## config.mk

```make
export PLATFORM = sky130hd
export DESIGN_NAME = ham_reg_bank_flat
export DESIGN_NICKNAME = d
export VERILOG_FILES = /design/src/rtl/ham_reg_bank_if.sv /design/src/rtl/ham_reg_bank.sv /design/src/flat_wrapper.sv
export SDC_FILE = /design/constraint.sdc
export NUM_CORES = 1
export LEC_CHECK = 0
export ABC_AREA = 1
export CAP_MARGIN = 20
export CORE_MARGIN = 3
export CORE_UTILIZATION = 30
export CTS_CLUSTER_SIZE = 20
export DETAILED_ROUTE_END_ITERATION = 10
export PLACE_DENSITY_LB_ADDON = 0.2
export SYNTH_ARGS = -nofsm -noshare
export SYNTH_HDL_FRONTEND = slang
export SYNTH_SLANG_ARGS = --single-unit
```

## constraint.sdc

```tcl
create_clock -name clk_i -period 11.9 [get_ports clk_i]
set_clock_uncertainty 0.05 [all_clocks]
set_input_delay 2.38 -clock clk_i [delete_from_list [all_inputs] [get_ports clk_i]]
set_output_delay 2.38 -clock clk_i [all_outputs]
set_load 0.01 [all_outputs]
```

## src/rtl/ham_reg_bank_if.sv

```systemverilog
`default_nettype none
// +--------------------------------------------------------------------------+
// | Module      : ham_reg_bank_if                                            |
// | Description : Bus bundle for the SECDED-protected register bank.         |
// |               Carries the write port (with fault-injection mask), the    |
// |               combinational read port, scrubber control and the error    |
// |               statistics. clk_i / rst_i are not part of the bundle.      |
// |               master : configuration / PMU side (drives requests)        |
// |               slave  : register bank (drives read data and status)       |
// | Revision    : 1.0  initial release                                       |
// +--------------------------------------------------------------------------+
interface ham_reg_bank_if #(
  parameter int DATA_W = 11,
  parameter int DEPTH  = 8,
  parameter int CNT_W  = 8
) ();

  // Smallest Hamming parity count p with 2**p >= DATA_W + p + 1.
  function automatic int f_calc_p(input int dw);
    int r;
    r = 0;
    for (int p = 7; p >= 1; p--) begin
      if ((1 << p) >= dw + p + 1) r = p;
    end
    return r;
  endfunction

  localparam int c_AW     = $clog2(DEPTH);
  localparam int c_P      = f_calc_p(DATA_W);
  localparam int c_CODE_W = DATA_W + c_P + 1;

  // write port
  logic                we_i;
  logic [c_AW-1:0]     waddr_i;
  logic [DATA_W-1:0]   wdata_i;
  logic [c_CODE_W-1:0] inj_mask_i;
  // read port
  logic                re_i;
  logic [c_AW-1:0]     raddr_i;
  logic [DATA_W-1:0]   rdata_o;
  logic                rd_sec_o;
  logic                rd_ded_o;
  // scrubber control and statistics
  logic                scrub_en_i;
  logic                clr_i;
  logic [CNT_W-1:0]    sec_cnt_o;
  logic [CNT_W-1:0]    ded_cnt_o;
  logic                ded_sticky_o;
  logic                scrub_busy_o;

  modport master (
    output we_i, waddr_i, wdata_i, inj_mask_i,
    output re_i, raddr_i,
    output scrub_en_i, clr_i,
    input  rdata_o, rd_sec_o, rd_ded_o,
    input  sec_cnt_o, ded_cnt_o, ded_sticky_o, scrub_busy_o
  );

  modport slave (
    input  we_i, waddr_i, wdata_i, inj_mask_i,
    input  re_i, raddr_i,
    input  scrub_en_i, clr_i,
    output rdata_o, rd_sec_o, rd_ded_o,
    output sec_cnt_o, ded_cnt_o, ded_sticky_o, scrub_busy_o
  );

endinterface
`default_nettype wire

```

## src/rtl/ham_reg_bank.sv

```systemverilog
`default_nettype none
// +--------------------------------------------------------------------------+
// | Module      : ham_reg_bank                                               |
// | Description : DEPTH-entry register bank, each entry held as an extended  |
// |               Hamming SECDED codeword. Corrects single errors on the     |
// |               combinational read port, runs a background scrubber that   |
// |               rewrites corrected words, keeps saturating SEC/DED counters|
// |               and supports write-path fault injection.                   |
// | Ports       : clk_i        clock                                         |
// |               rst_i        asynchronous reset, active high               |
// |               bus (slave)  we_i/waddr_i/wdata_i/inj_mask_i  write port   |
// |                            re_i/raddr_i -> rdata_o/rd_sec_o/rd_ded_o     |
// |                            scrub_en_i, clr_i                             |
// |                            sec_cnt_o, ded_cnt_o, ded_sticky_o,           |
// |                            scrub_busy_o                                  |
// | Revision    : 1.0  initial release                                       |
// +--------------------------------------------------------------------------+
module ham_reg_bank #(
  parameter int DATA_W         = 11,
  parameter int DEPTH          = 8,
  parameter int SCRUB_INTERVAL = 1024,
  parameter int CNT_W          = 8
) (
  input  logic          clk_i,
  input  logic          rst_i,
  ham_reg_bank_if.slave bus      // must be instantiated with matching DATA_W/DEPTH/CNT_W
);

  function automatic int f_calc_p(input int dw);
    int r;
    r = 0;
    for (int p = 7; p >= 1; p--) begin
      if ((1 << p) >= dw + p + 1) r = p;
    end
    return r;
  endfunction

  localparam int c_AW     = $clog2(DEPTH);
  localparam int c_P      = f_calc_p(DATA_W);
  localparam int c_CODE_W = DATA_W + c_P + 1;
  localparam int c_IW     = (SCRUB_INTERVAL > 1) ? $clog2(SCRUB_INTERVAL) : 1;
  localparam logic [c_IW-1:0] c_INT_LAST = c_IW'(SCRUB_INTERVAL - 1);

  localparam logic [1:0] c_ST_IDLE = 2'd0;
  localparam logic [1:0] c_ST_WAIT = 2'd1;
  localparam logic [1:0] c_ST_READ = 2'd2;
  localparam logic [1:0] c_ST_WB   = 2'd3;

  // ---------------------------------------------------------------------------
  // Codec. Codeword bit 0 is overall parity, positions 2**k are Hamming parity,
  // remaining positions carry data bits in ascending order.
  // ---------------------------------------------------------------------------
  function automatic logic [c_CODE_W-1:0] f_encode(input logic [DATA_W-1:0] d);
    logic [c_CODE_W-1:0] cw;
    logic                par;
    int                  k;
    cw = '0;
    k  = 0;
    for (int pos = 1; pos < c_CODE_W; pos++) begin
      if ((pos & (pos - 1)) != 0) begin
        cw[pos] = d[k];
        k++;
      end
    end
    // Parity slot 2**b is still zero while its own sum is formed, so
    // including it in the XOR is harmless.
    for (int b = 0; b < c_P; b++) begin
      par = 1'b0;
      for (int pos = 1; pos < c_CODE_W; pos++) begin
        if (((pos >> b) & 1) == 1) par = par ^ cw[pos];
      end
      cw[1 << b] = par;
    end
    cw[0] = ^cw;
    return cw;
  endfunction

  function automatic logic [DATA_W-1:0] f_extract(input logic [c_CODE_W-1:0] cw);
    logic [DATA_W-1:0] d;
    int                k;
    d = '0;
    k = 0;
    for (int pos = 1; pos < c_CODE_W; pos++) begin
      if ((pos & (pos - 1)) != 0) begin
        d[k] = cw[pos];
        k++;
      end
    end
    return d;
  endfunction

  function automatic void f_decode(
    input  logic [c_CODE_W-1:0] cw,
    output logic [DATA_W-1:0]   data,
    output logic [c_CODE_W-1:0] fix,
    output logic                sec,
    output logic                ded
  );
    logic [c_P-1:0] syn;
    logic           q;
    syn = '0;
    for (int pos = 1; pos < c_CODE_W; pos++) begin
      if (cw[pos]) syn = syn ^ pos[c_P-1:0];
    end
    q   = ^cw;
    fix = cw;
    // Odd overall parity: single error at position syn (syn==0 -> bit 0).
    // A syndrome beyond the codeword is uncorrectable and left as is.
    if (q && (int'(syn) < c_CODE_W)) fix[syn] = ~cw[syn];
    sec  = q;
    ded  = ~q & (syn != '0);
    data = f_extract(fix);
  endfunction

  // ---------------------------------------------------------------------------
  // Storage and decoders
  // ---------------------------------------------------------------------------
  logic [c_CODE_W-1:0] r_mem [DEPTH];

  logic [DATA_W-1:0]   w_rd_data;
  logic [c_CODE_W-1:0] w_rd_fix;
  logic                w_rd_sec;
  logic                w_rd_ded;

  logic [DATA_W-1:0]   w_sc_data;
  logic [c_CODE_W-1:0] w_sc_fix;
  logic                w_sc_sec;
  logic                w_sc_ded;

  logic [1:0]          r_state;
  logic [1:0]          w_state_nxt;
  logic [c_AW-1:0]     r_idx;
  logic [c_IW-1:0]     r_int;
  logic [CNT_W-1:0]    r_sec_cnt;
  logic [CNT_W-1:0]    r_ded_cnt;
  logic                r_sticky;

  logic                w_int_done;
  logic                w_same_addr;
  logic                w_int_inc;
  logic                w_int_clr;
  logic                w_idx_inc;
  logic                w_wb_wr;
  logic                w_cnt_sec;
  logic                w_cnt_ded;
  logic                w_busy;

  always_comb begin
    w_rd_data = '0;
    w_rd_fix  = '0;
    w_rd_sec  = 1'b0;
    w_rd_ded  = 1'b0;
    f_decode(r_mem[bus.raddr_i], w_rd_data, w_rd_fix, w_rd_sec, w_rd_ded);
  end

  always_comb begin
    w_sc_data = '0;
    w_sc_fix  = '0;
    w_sc_sec  = 1'b0;
    w_sc_ded  = 1'b0;
    f_decode(r_mem[r_idx], w_sc_data, w_sc_fix, w_sc_sec, w_sc_ded);
  end

  // Functional write always wins the single write port; the scrubber only
  // writes back when no functional write is present.
  always_ff @(posedge clk_i or posedge rst_i) begin
    if (rst_i) begin
      for (int i = 0; i < DEPTH; i++) r_mem[i] <= '0;
    end else if (bus.we_i) begin
      r_mem[bus.waddr_i] <= f_encode(bus.wdata_i) ^ bus.inj_mask_i;
    end else if (w_wb_wr) begin
      r_mem[r_idx] <= w_sc_fix;
    end
  end

  // ---------------------------------------------------------------------------
  // Scrubber FSM
  // ---------------------------------------------------------------------------
  assign w_int_done  = (r_int == c_INT_LAST);
  assign w_same_addr = (bus.waddr_i == r_idx);

  always_ff @(posedge clk_i or posedge rst_i) begin
    if (rst_i) r_state <= c_ST_IDLE;
    else       r_state <= w_state_nxt;
  end

  always_comb begin
    w_state_nxt = r_state;
    if (!bus.scrub_en_i) begin
      w_state_nxt = c_ST_IDLE;
    end else begin
      case (r_state)
        c_ST_IDLE: w_state_nxt = c_ST_WAIT;
        c_ST_WAIT: w_state_nxt = w_int_done ? c_ST_READ : c_ST_WAIT;
        c_ST_READ: w_state_nxt = w_sc_sec ? c_ST_WB : c_ST_WAIT;
        c_ST_WB:   w_state_nxt = (bus.we_i && !w_same_addr) ? c_ST_WB : c_ST_WAIT;
        default:   w_state_nxt = c_ST_IDLE;
      endcase
    end
  end

  always_comb begin
    w_int_inc = 1'b0;
    w_int_clr = 1'b0;
    w_idx_inc = 1'b0;
    w_wb_wr   = 1'b0;
    w_cnt_sec = 1'b0;
    w_cnt_ded = 1'b0;
    w_busy    = (r_state == c_ST_READ) || (r_state == c_ST_WB);
    if (bus.scrub_en_i) begin
      case (r_state)
        c_ST_WAIT: begin
          w_int_inc = ~w_int_done;
          w_int_clr = w_int_done;
        end
        c_ST_READ: begin
          w_cnt_sec = w_sc_sec;
          w_cnt_ded = w_sc_ded;
          w_idx_inc = ~w_sc_sec;
        end
        c_ST_WB: begin
          // A functional write to the entry being scrubbed supersedes the
          // writeback; a write elsewhere just delays it by a cycle.
          w_wb_wr   = ~bus.we_i;
          w_idx_inc = ~bus.we_i | w_same_addr;
        end
        default: ;
      endcase
    end
  end

  // idx wraps naturally since DEPTH is a power of two.
  always_ff @(posedge clk_i or posedge rst_i) begin
    if (rst_i) begin
      r_idx <= '0;
      r_int <= '0;
    end else begin
      if (w_idx_inc) r_idx <= r_idx + 1'b1;
      if (w_int_clr)      r_int <= '0;
      else if (w_int_inc) r_int <= r_int + 1'b1;
    end
  end

  // ---------------------------------------------------------------------------
  // Statistics: clear dominates any same-cycle increment or sticky set.
  // ---------------------------------------------------------------------------
  always_ff @(posedge clk_i or posedge rst_i) begin
    if (rst_i) begin
      r_sec_cnt <= '0;
      r_ded_cnt <= '0;
      r_sticky  <= 1'b0;
    end else if (bus.clr_i) begin
      r_sec_cnt <= '0;
      r_ded_cnt <= '0;
      r_sticky  <= 1'b0;
    end else begin
      if (w_cnt_sec && (r_sec_cnt != '1)) r_sec_cnt <= r_sec_cnt + 1'b1;
      if (w_cnt_ded && (r_ded_cnt != '1)) r_ded_cnt <= r_ded_cnt + 1'b1;
      if ((w_rd_ded && bus.re_i) || w_cnt_ded) r_sticky <= 1'b1;
    end
  end

  assign bus.rdata_o      = w_rd_data;
  assign bus.rd_sec_o     = w_rd_sec & bus.re_i;
  assign bus.rd_ded_o     = w_rd_ded & bus.re_i;
  assign bus.sec_cnt_o    = r_sec_cnt;
  assign bus.ded_cnt_o    = r_ded_cnt;
  assign bus.ded_sticky_o = r_sticky;
  assign bus.scrub_busy_o = w_busy;

endmodule
`default_nettype wire
```

## src/flat_wrapper.sv

```systemverilog
// flat-port wrapper written by rule: the top's interface ports become plain ports
module ham_reg_bank_flat 
#(
  parameter int DATA_W         = 11,
  parameter int DEPTH          = 8,
  parameter int SCRUB_INTERVAL = 1024,
  parameter int CNT_W          = 8
)
  (clk_i, rst_i, bus_we_i, bus_waddr_i, bus_wdata_i, bus_inj_mask_i, bus_re_i, bus_raddr_i, bus_scrub_en_i, bus_clr_i, bus_rdata_o, bus_rd_sec_o, bus_rd_ded_o, bus_sec_cnt_o, bus_ded_cnt_o, bus_ded_sticky_o, bus_scrub_busy_o);
  ham_reg_bank_if #(.DATA_W(DATA_W), .DEPTH(DEPTH), .CNT_W(CNT_W)) bus_i ();
  input  logic clk_i;
  input  logic rst_i;
  input wire logic [$bits(bus_i.we_i)-1:0] bus_we_i;
  input wire logic [$bits(bus_i.waddr_i)-1:0] bus_waddr_i;
  input wire logic [$bits(bus_i.wdata_i)-1:0] bus_wdata_i;
  input wire logic [$bits(bus_i.inj_mask_i)-1:0] bus_inj_mask_i;
  input wire logic [$bits(bus_i.re_i)-1:0] bus_re_i;
  input wire logic [$bits(bus_i.raddr_i)-1:0] bus_raddr_i;
  input wire logic [$bits(bus_i.scrub_en_i)-1:0] bus_scrub_en_i;
  input wire logic [$bits(bus_i.clr_i)-1:0] bus_clr_i;
  output wire logic [$bits(bus_i.rdata_o)-1:0] bus_rdata_o;
  output wire logic [$bits(bus_i.rd_sec_o)-1:0] bus_rd_sec_o;
  output wire logic [$bits(bus_i.rd_ded_o)-1:0] bus_rd_ded_o;
  output wire logic [$bits(bus_i.sec_cnt_o)-1:0] bus_sec_cnt_o;
  output wire logic [$bits(bus_i.ded_cnt_o)-1:0] bus_ded_cnt_o;
  output wire logic [$bits(bus_i.ded_sticky_o)-1:0] bus_ded_sticky_o;
  output wire logic [$bits(bus_i.scrub_busy_o)-1:0] bus_scrub_busy_o;
  assign bus_i.we_i = bus_we_i;
  assign bus_i.waddr_i = bus_waddr_i;
  assign bus_i.wdata_i = bus_wdata_i;
  assign bus_i.inj_mask_i = bus_inj_mask_i;
  assign bus_i.re_i = bus_re_i;
  assign bus_i.raddr_i = bus_raddr_i;
  assign bus_i.scrub_en_i = bus_scrub_en_i;
  assign bus_i.clr_i = bus_clr_i;
  assign bus_rdata_o = bus_i.rdata_o;
  assign bus_rd_sec_o = bus_i.rd_sec_o;
  assign bus_rd_ded_o = bus_i.rd_ded_o;
  assign bus_sec_cnt_o = bus_i.sec_cnt_o;
  assign bus_ded_cnt_o = bus_i.ded_cnt_o;
  assign bus_ded_sticky_o = bus_i.ded_sticky_o;
  assign bus_scrub_busy_o = bus_i.scrub_busy_o;
  ham_reg_bank #(.DATA_W(DATA_W), .DEPTH(DEPTH), .SCRUB_INTERVAL(SCRUB_INTERVAL), .CNT_W(CNT_W)) u_core (.clk_i(clk_i), .rst_i(rst_i), .bus(bus_i));
endmodule
```

After elaboration in Yosys (flattened, before gate mapping)
Index checks and enable logic that the tools add are counted.
{ "word_totals": {"ff_bits": 160, "latch_bits": 0, "ramBits": 0, "mem_bits_ro": 0, "inputBits": 39, "output_inout_bits": 31, "wordCells": 305, "n_memories": 0} }
{ "classes": {"add_sub_neg": 13, "n_mul": 0, "n_div": 0, "order_cmp": 19, "eq_ne": 7, "shifts": 0, "n_mux": 160, "n_bitwise": 70, "n_reduce_logical": 22} }
{ "op_table": {"columns": ["operator", "n"], "rows": [
  ["< comparator 32 x 6 -> 1 bit, second input constant", 10],
  ["2-to-1 mux 32 bit", 10],
  ["adder 32 x 2 -> 32 bit, second input constant", 9],
  ["bitwise mux 128 bit", 2],
  ["2-to-1 mux 128 bit", 2],
  ["2-to-1 mux 16 bit", 8],
  ["binary-select mux 16 bit (select 3 bit)", 2],
  ["demux 16 bit (select 3 bit)", 2],
  ["2-to-1 mux 1 bit", 78],
  ["2-to-1 mux 4 bit", 16],
  ["binary-select mux 1 bit (select 4 bit)", 12],
  ["parity 16 bit", 3],
  ["bitwise mux 16 bit", 2],
  ["2-to-1 mux 8 bit", 4],
  ["bitwise XOR 1 bit", 27],
  ["2-to-1 mux 3 bit", 8],
  ["NOT 2 bit", 12],
  ["NOT 3 bit", 8],
  ["2-to-1 mux 10 bit", 2],
  ["adder 8 x 1 -> 8 bit, second input constant", 2],
  ["2-to-1 mux 2 bit", 8],
  ["!= test 8 bit, second input constant", 2],
  ["bitwise XOR 16 bit", 1],
  [">= comparator 4 bit, second input constant", 3],
  ["other kinds (24)", 58]
]} }

Longest topological paths before layout
{ "depth": {"ltp_word": 39, "mapped_depth": 27} }

Least setup slack after synthesis
Ideal clock, no wire load.
{ "synth_path": {"path_type": "input port to output port", "start": "input bus_raddr_i[0]", "end": "output bus_rdata_o[10]", "arrival_time_ns": 4.760, "setup_slack_ns": 4.710, "cell_stages": 18, "n_path_buf": 4, "cell_sequence": "buf_4 > buf_4 > buf_2 > a21oi_1 > o21ai_0 > o21ai_0 > inv_1 > o21a_1 > xor2_1 > xor2_1 > xor2_1 > nand2_1 > inv_1 > nand2_1 > nand2_1 > nor2_1 > buf_2 > a21oi_1"} }
{ "synth_via": {"elab_chain_cells": 32, "elab_cells_between_ends": 41, "cone_classes": "2 x order compare; 24 x mux; 13 x bitwise; 2 x reduce/logical"} }
{ "synth_lines": {"columns": ["item", "line", "text"], "rows": [
  ["start, declared", "flat_wrapper.sv:18", "input wire logic [$bits(bus_i.raddr_i)-1:0] bus_raddr_i;"],
  ["NOT 3 -> 4 bit (implied by the code) *", "ham_reg_bank.sv:153", "f_decode(r_mem[bus.raddr_i], w_rd_data, w_rd_fix, w_rd_sec, w_rd_ded);"],
  ["binary-select mux 16 bit (select 3 bit) *", "ham_reg_bank.sv:153", null],
  ["2-to-1 mux 16 bit (implied by the code) * (2 in series)", "ham_reg_bank.sv:153", null],
  ["2-to-1 mux 1 bit", "ham_reg_bank.sv:103", "if (cw[pos]) syn = syn ^ pos[c_P-1:0];"],
  ["2-to-1 mux 2 bit", "ham_reg_bank.sv:103", null],
  ["NOT 2 bit (no line)", null, null],
  ["2-to-1 mux 2 bit", "ham_reg_bank.sv:103", null],
  ["2-to-1 mux 3 bit", "ham_reg_bank.sv:103", null],
  ["(+15 left out)", null, null],
  ["NOT 4 bit (no line)", null, null],
  ["2-to-1 mux 4 bit", "ham_reg_bank.sv:103", null],
  ["< comparator 4 x 5 -> 1 bit (implied by the code) / >= comparator 4 x 1 -> 1 bit (equally long branches)", "ham_reg_bank.sv:109", "if (q && (int'(syn) < c_CODE_W)) fix[syn] = ~cw[syn];"],
  ["logical AND 1 bit (implied by the code)", "ham_reg_bank.sv:109", null],
  ["2-to-1 mux 1 bit (implied by the code)", "ham_reg_bank.sv:109", null],
  ["demux 1 bit (select 4 bit)", null, null],
  ["bitwise mux 16 bit", "ham_reg_bank.sv:109", null],
  ["2-to-1 mux 16 bit *", "ham_reg_bank.sv:109", null],
  ["end, declared", "flat_wrapper.sv:21", "output wire logic [$bits(bus_i.rdata_o)-1:0] bus_rdata_o;"]
]} }
Mark *: on every way between the ends. The rest lies on a longest branch, timed or not. The select of a mux whose other input is x is not followed.

Worst setup path after layout
Ends and elaborated chain as after synthesis.

==> run metrics <==
Async S/R FF share, synth 100.0%; WL/cell 21.29 µm; Hold Crit Start u_core.bus.ded_sticky_o; worst-path cell chain buf_2, buf_4, o21ai_0, o21ai_0, inv_1, o21ai_0, inv_1, nand2_1, nand2_1, nand3_1, nand2_1, nand2_1, nand2_1, nand2_1, o21ai_0, nand2_1, nand2_1, nand2_1, nand2_1, nor2_1, a21oi_1, clkdlybuf4s50_1; clock tree buffer depth 2; CTS buffer count 17; Final HPWL DP 37240 µm; f_max 102.2 MHz; relative slew slack 22.23%; core box area 40190 µm²; Synth top area share 32.43%; hold endpoint u_core.bus.ded_sticky_o; Synth Register Bits 160; status complete, no violations; setup TNS 0 ns; CTS root buf clkbuf_16; Yosys top cell by area dfrtp_1; port buffer count 69; gr ovfl total 0; number of H-tree levels 4; largest net degree at the start of global routing 101; Synth area leaders dfrtp_1 (32%), nand2_1 (18%), nand3_1 (7.5%); CP Data Arrival Time 7.36 ns; EDFF count, synth 0; crit-path max cell delay 0.82 ns; CTS tree yes; 1st-pass router iterations 6; DIE AREA 43620 µm²; most common cell in the netlist nand2_1; placer congestion estimate 0.9878; worst endpoint required time 9.47 ns; syn nets 1967; starting density of the core 30.72%; hold_ws 0.4518 ns; top cells by instance count after synthesis nand2_1 (608), inv_1 (197), nand3_1 (186), nor2_1 (176), dfrtp_1 (160); Area Overhead vs Synth 14.05%; Synth Instances 1924; R2R depth 20; GRT Total Usage 24.12%; Resized cells post-CTS 0; Startpoint Class input pin; # fillers 4442; Fin. Hold Viols 0; average cell area after synthesis 6.417 µm²; # hold bufs at CTS 0; layout cell share with drive strength beyond 1 7.244%; worst skew pair latency 0.46 ns; detailed-route DRC error count 0; initial DRC count 1610; final setup fails 0; type of the most critical hold path flip-flop to flip-flop; Worst R2R Start u_core.r_idx[0]; register area share after synthesis 32.43%; CP Max Fanout 57; max cap viols 0; number of global-route vias before repair 12410; Worst Tran Pin Value 1.163 ns; FP Rows 73; first-pass GRT wire length 80120 µm; Synth Cell Area 12350 µm²; Slowest-stage cell, CP buf_2; DIE HEIGHT 208.9 µm; initial antenna violation count 1; io pins 70; Final min period 9.788 ns; Synth warnings 0; Post-CTS Setup Bufs 0; Setup CP Type input pin to primary output; via count 13310; RSZ-0062 raised after global routing false; RR Endpoint u_core.r_mem[47]; Hold Path Stages 2; top_reg_cell synth dfrtp_1; # clock sinks 160; fin nets 2004; final max-slew violation count 0; die extent in x 208.9 µm; CP endpoint kind primary output; final worst-path cycle share 82.25%; flop2flop setup slack 7.20 ns; synth unique cells 43; post-DR vias/cell 5.324; Routed WL 53230 µm; cell mode on critical path nand2_1; ANT nets after route 0; clock transition at the registers of the reported paths 0.06 ns
## cell usage in the layout (no fill, tap or decap), types with 9 or more instances in the layout
cell type          n
clkbuf_16         17
dfrtp_1          159
inv_2              9
nand3_1          186
a21oi_2            9
o211ai_1          18
inv_1            196
xor2_1            38
nor2_2            11
nand2_2           20
a21oi_1          133
nand2_1          608
nand4_1            9
xnor2_1           37
clkdlybuf4s50_1   67
o21ai_0          111
o22ai_1           17
nand3_2           14
buf_4             25
o21bai_1          15
o21ai_1           26
nor2_1           168
## final cells by class
type                       instances  area [µm²]  area share (%)
multi-input combinational       1476        7156           50.82
sequential                       160        4005           28.45
timing repair buffer              95       895.9           6.363
inverter                         211       799.5           5.678
tap                              525       656.9           4.665
clock buffer                      19       442.9           3.146
clock inverter                    13       121.4          0.8620
antenna                            1       2.502         0.01777
## kinds of logic after synthesis
logic type,synth area share [%]
xor+xnor,5.848
simple gates,35.91
buf+inv,9.770
compound gates,15.64
fa+ha+maj,0.4054
flops,32.43
## per-layer routing
| layer | vias up | share of wire [%] | track usage [%] |
|---|---|---|---|
| met5 | - | 0 | 0 |
| met4 | 0 | 2.9 | 6.836 |
| met3 | 95 | 8.3 | 4.429 |
| met2 | 561 | 43 | 37.01 |
| met1 | 6401 | 46 | 34.73 |
| li1 | 6253 | - | - |
## worst max path at each step
| stage | startpoint | end | slack (ns) | depth (start not counted) |
|---|---|---|---|---|
| after global routing | bus_raddr_i[0] | bus_rdata_o[0] | 1.60 | 25 |
| after detailed placement | bus_raddr_i[0] | bus_rdata_o[10] | 2.15 | 22 |
| after global placement | bus_raddr_i[0] | bus_rdata_o[2] | 2.28 | 22 |
| after floorplan | bus_raddr_i[0] | bus_rdata_o[10] | 4.71 | 18 |
| final | bus_raddr_i[0] | bus_rdata_o[10] | 2.11 | 22 |
| after CTS | bus_raddr_i[0] | bus_rdata_o[10] | 2.15 | 22 |
## registers in the layout, summed over array words and instances (netlist names)
name,cells
u_core.bus.ded_cnt_o,8
u_core.bus.ded_sticky_o,1
u_core.bus.sec_cnt_o,8
u_core.r_idx,3
u_core.r_int,10
u_core.r_mem,128
u_core.r_state,2
## metrics by stage
step | setup slack, ns | std cells | util (%) | instance area, µm²
final | 2.112 | 2500 | 35.03 | 14080
after global routing | 1.597 | 2499 | 35.03 | 14080
after CTS | 2.155 | 2499 | 35.03 | 14080
after detailed placement | 2.150 | 2467 | 33.62 | 13510
after global placement | 2.282 | 2466 | 33.56 | 13490
after floorplan | 4.710 | 1924 | - | 12350
## worst max-delay path, delay by kind of cell
family / cells / cell delay, ns
buf+inv: 5 / 2.03
simple gates: 12 / 1.58
compound gates: 5 / 1.32
Power is not shown: default switching activity piles up to over one toggle a cycle in this logic, so the estimate is an artifact.
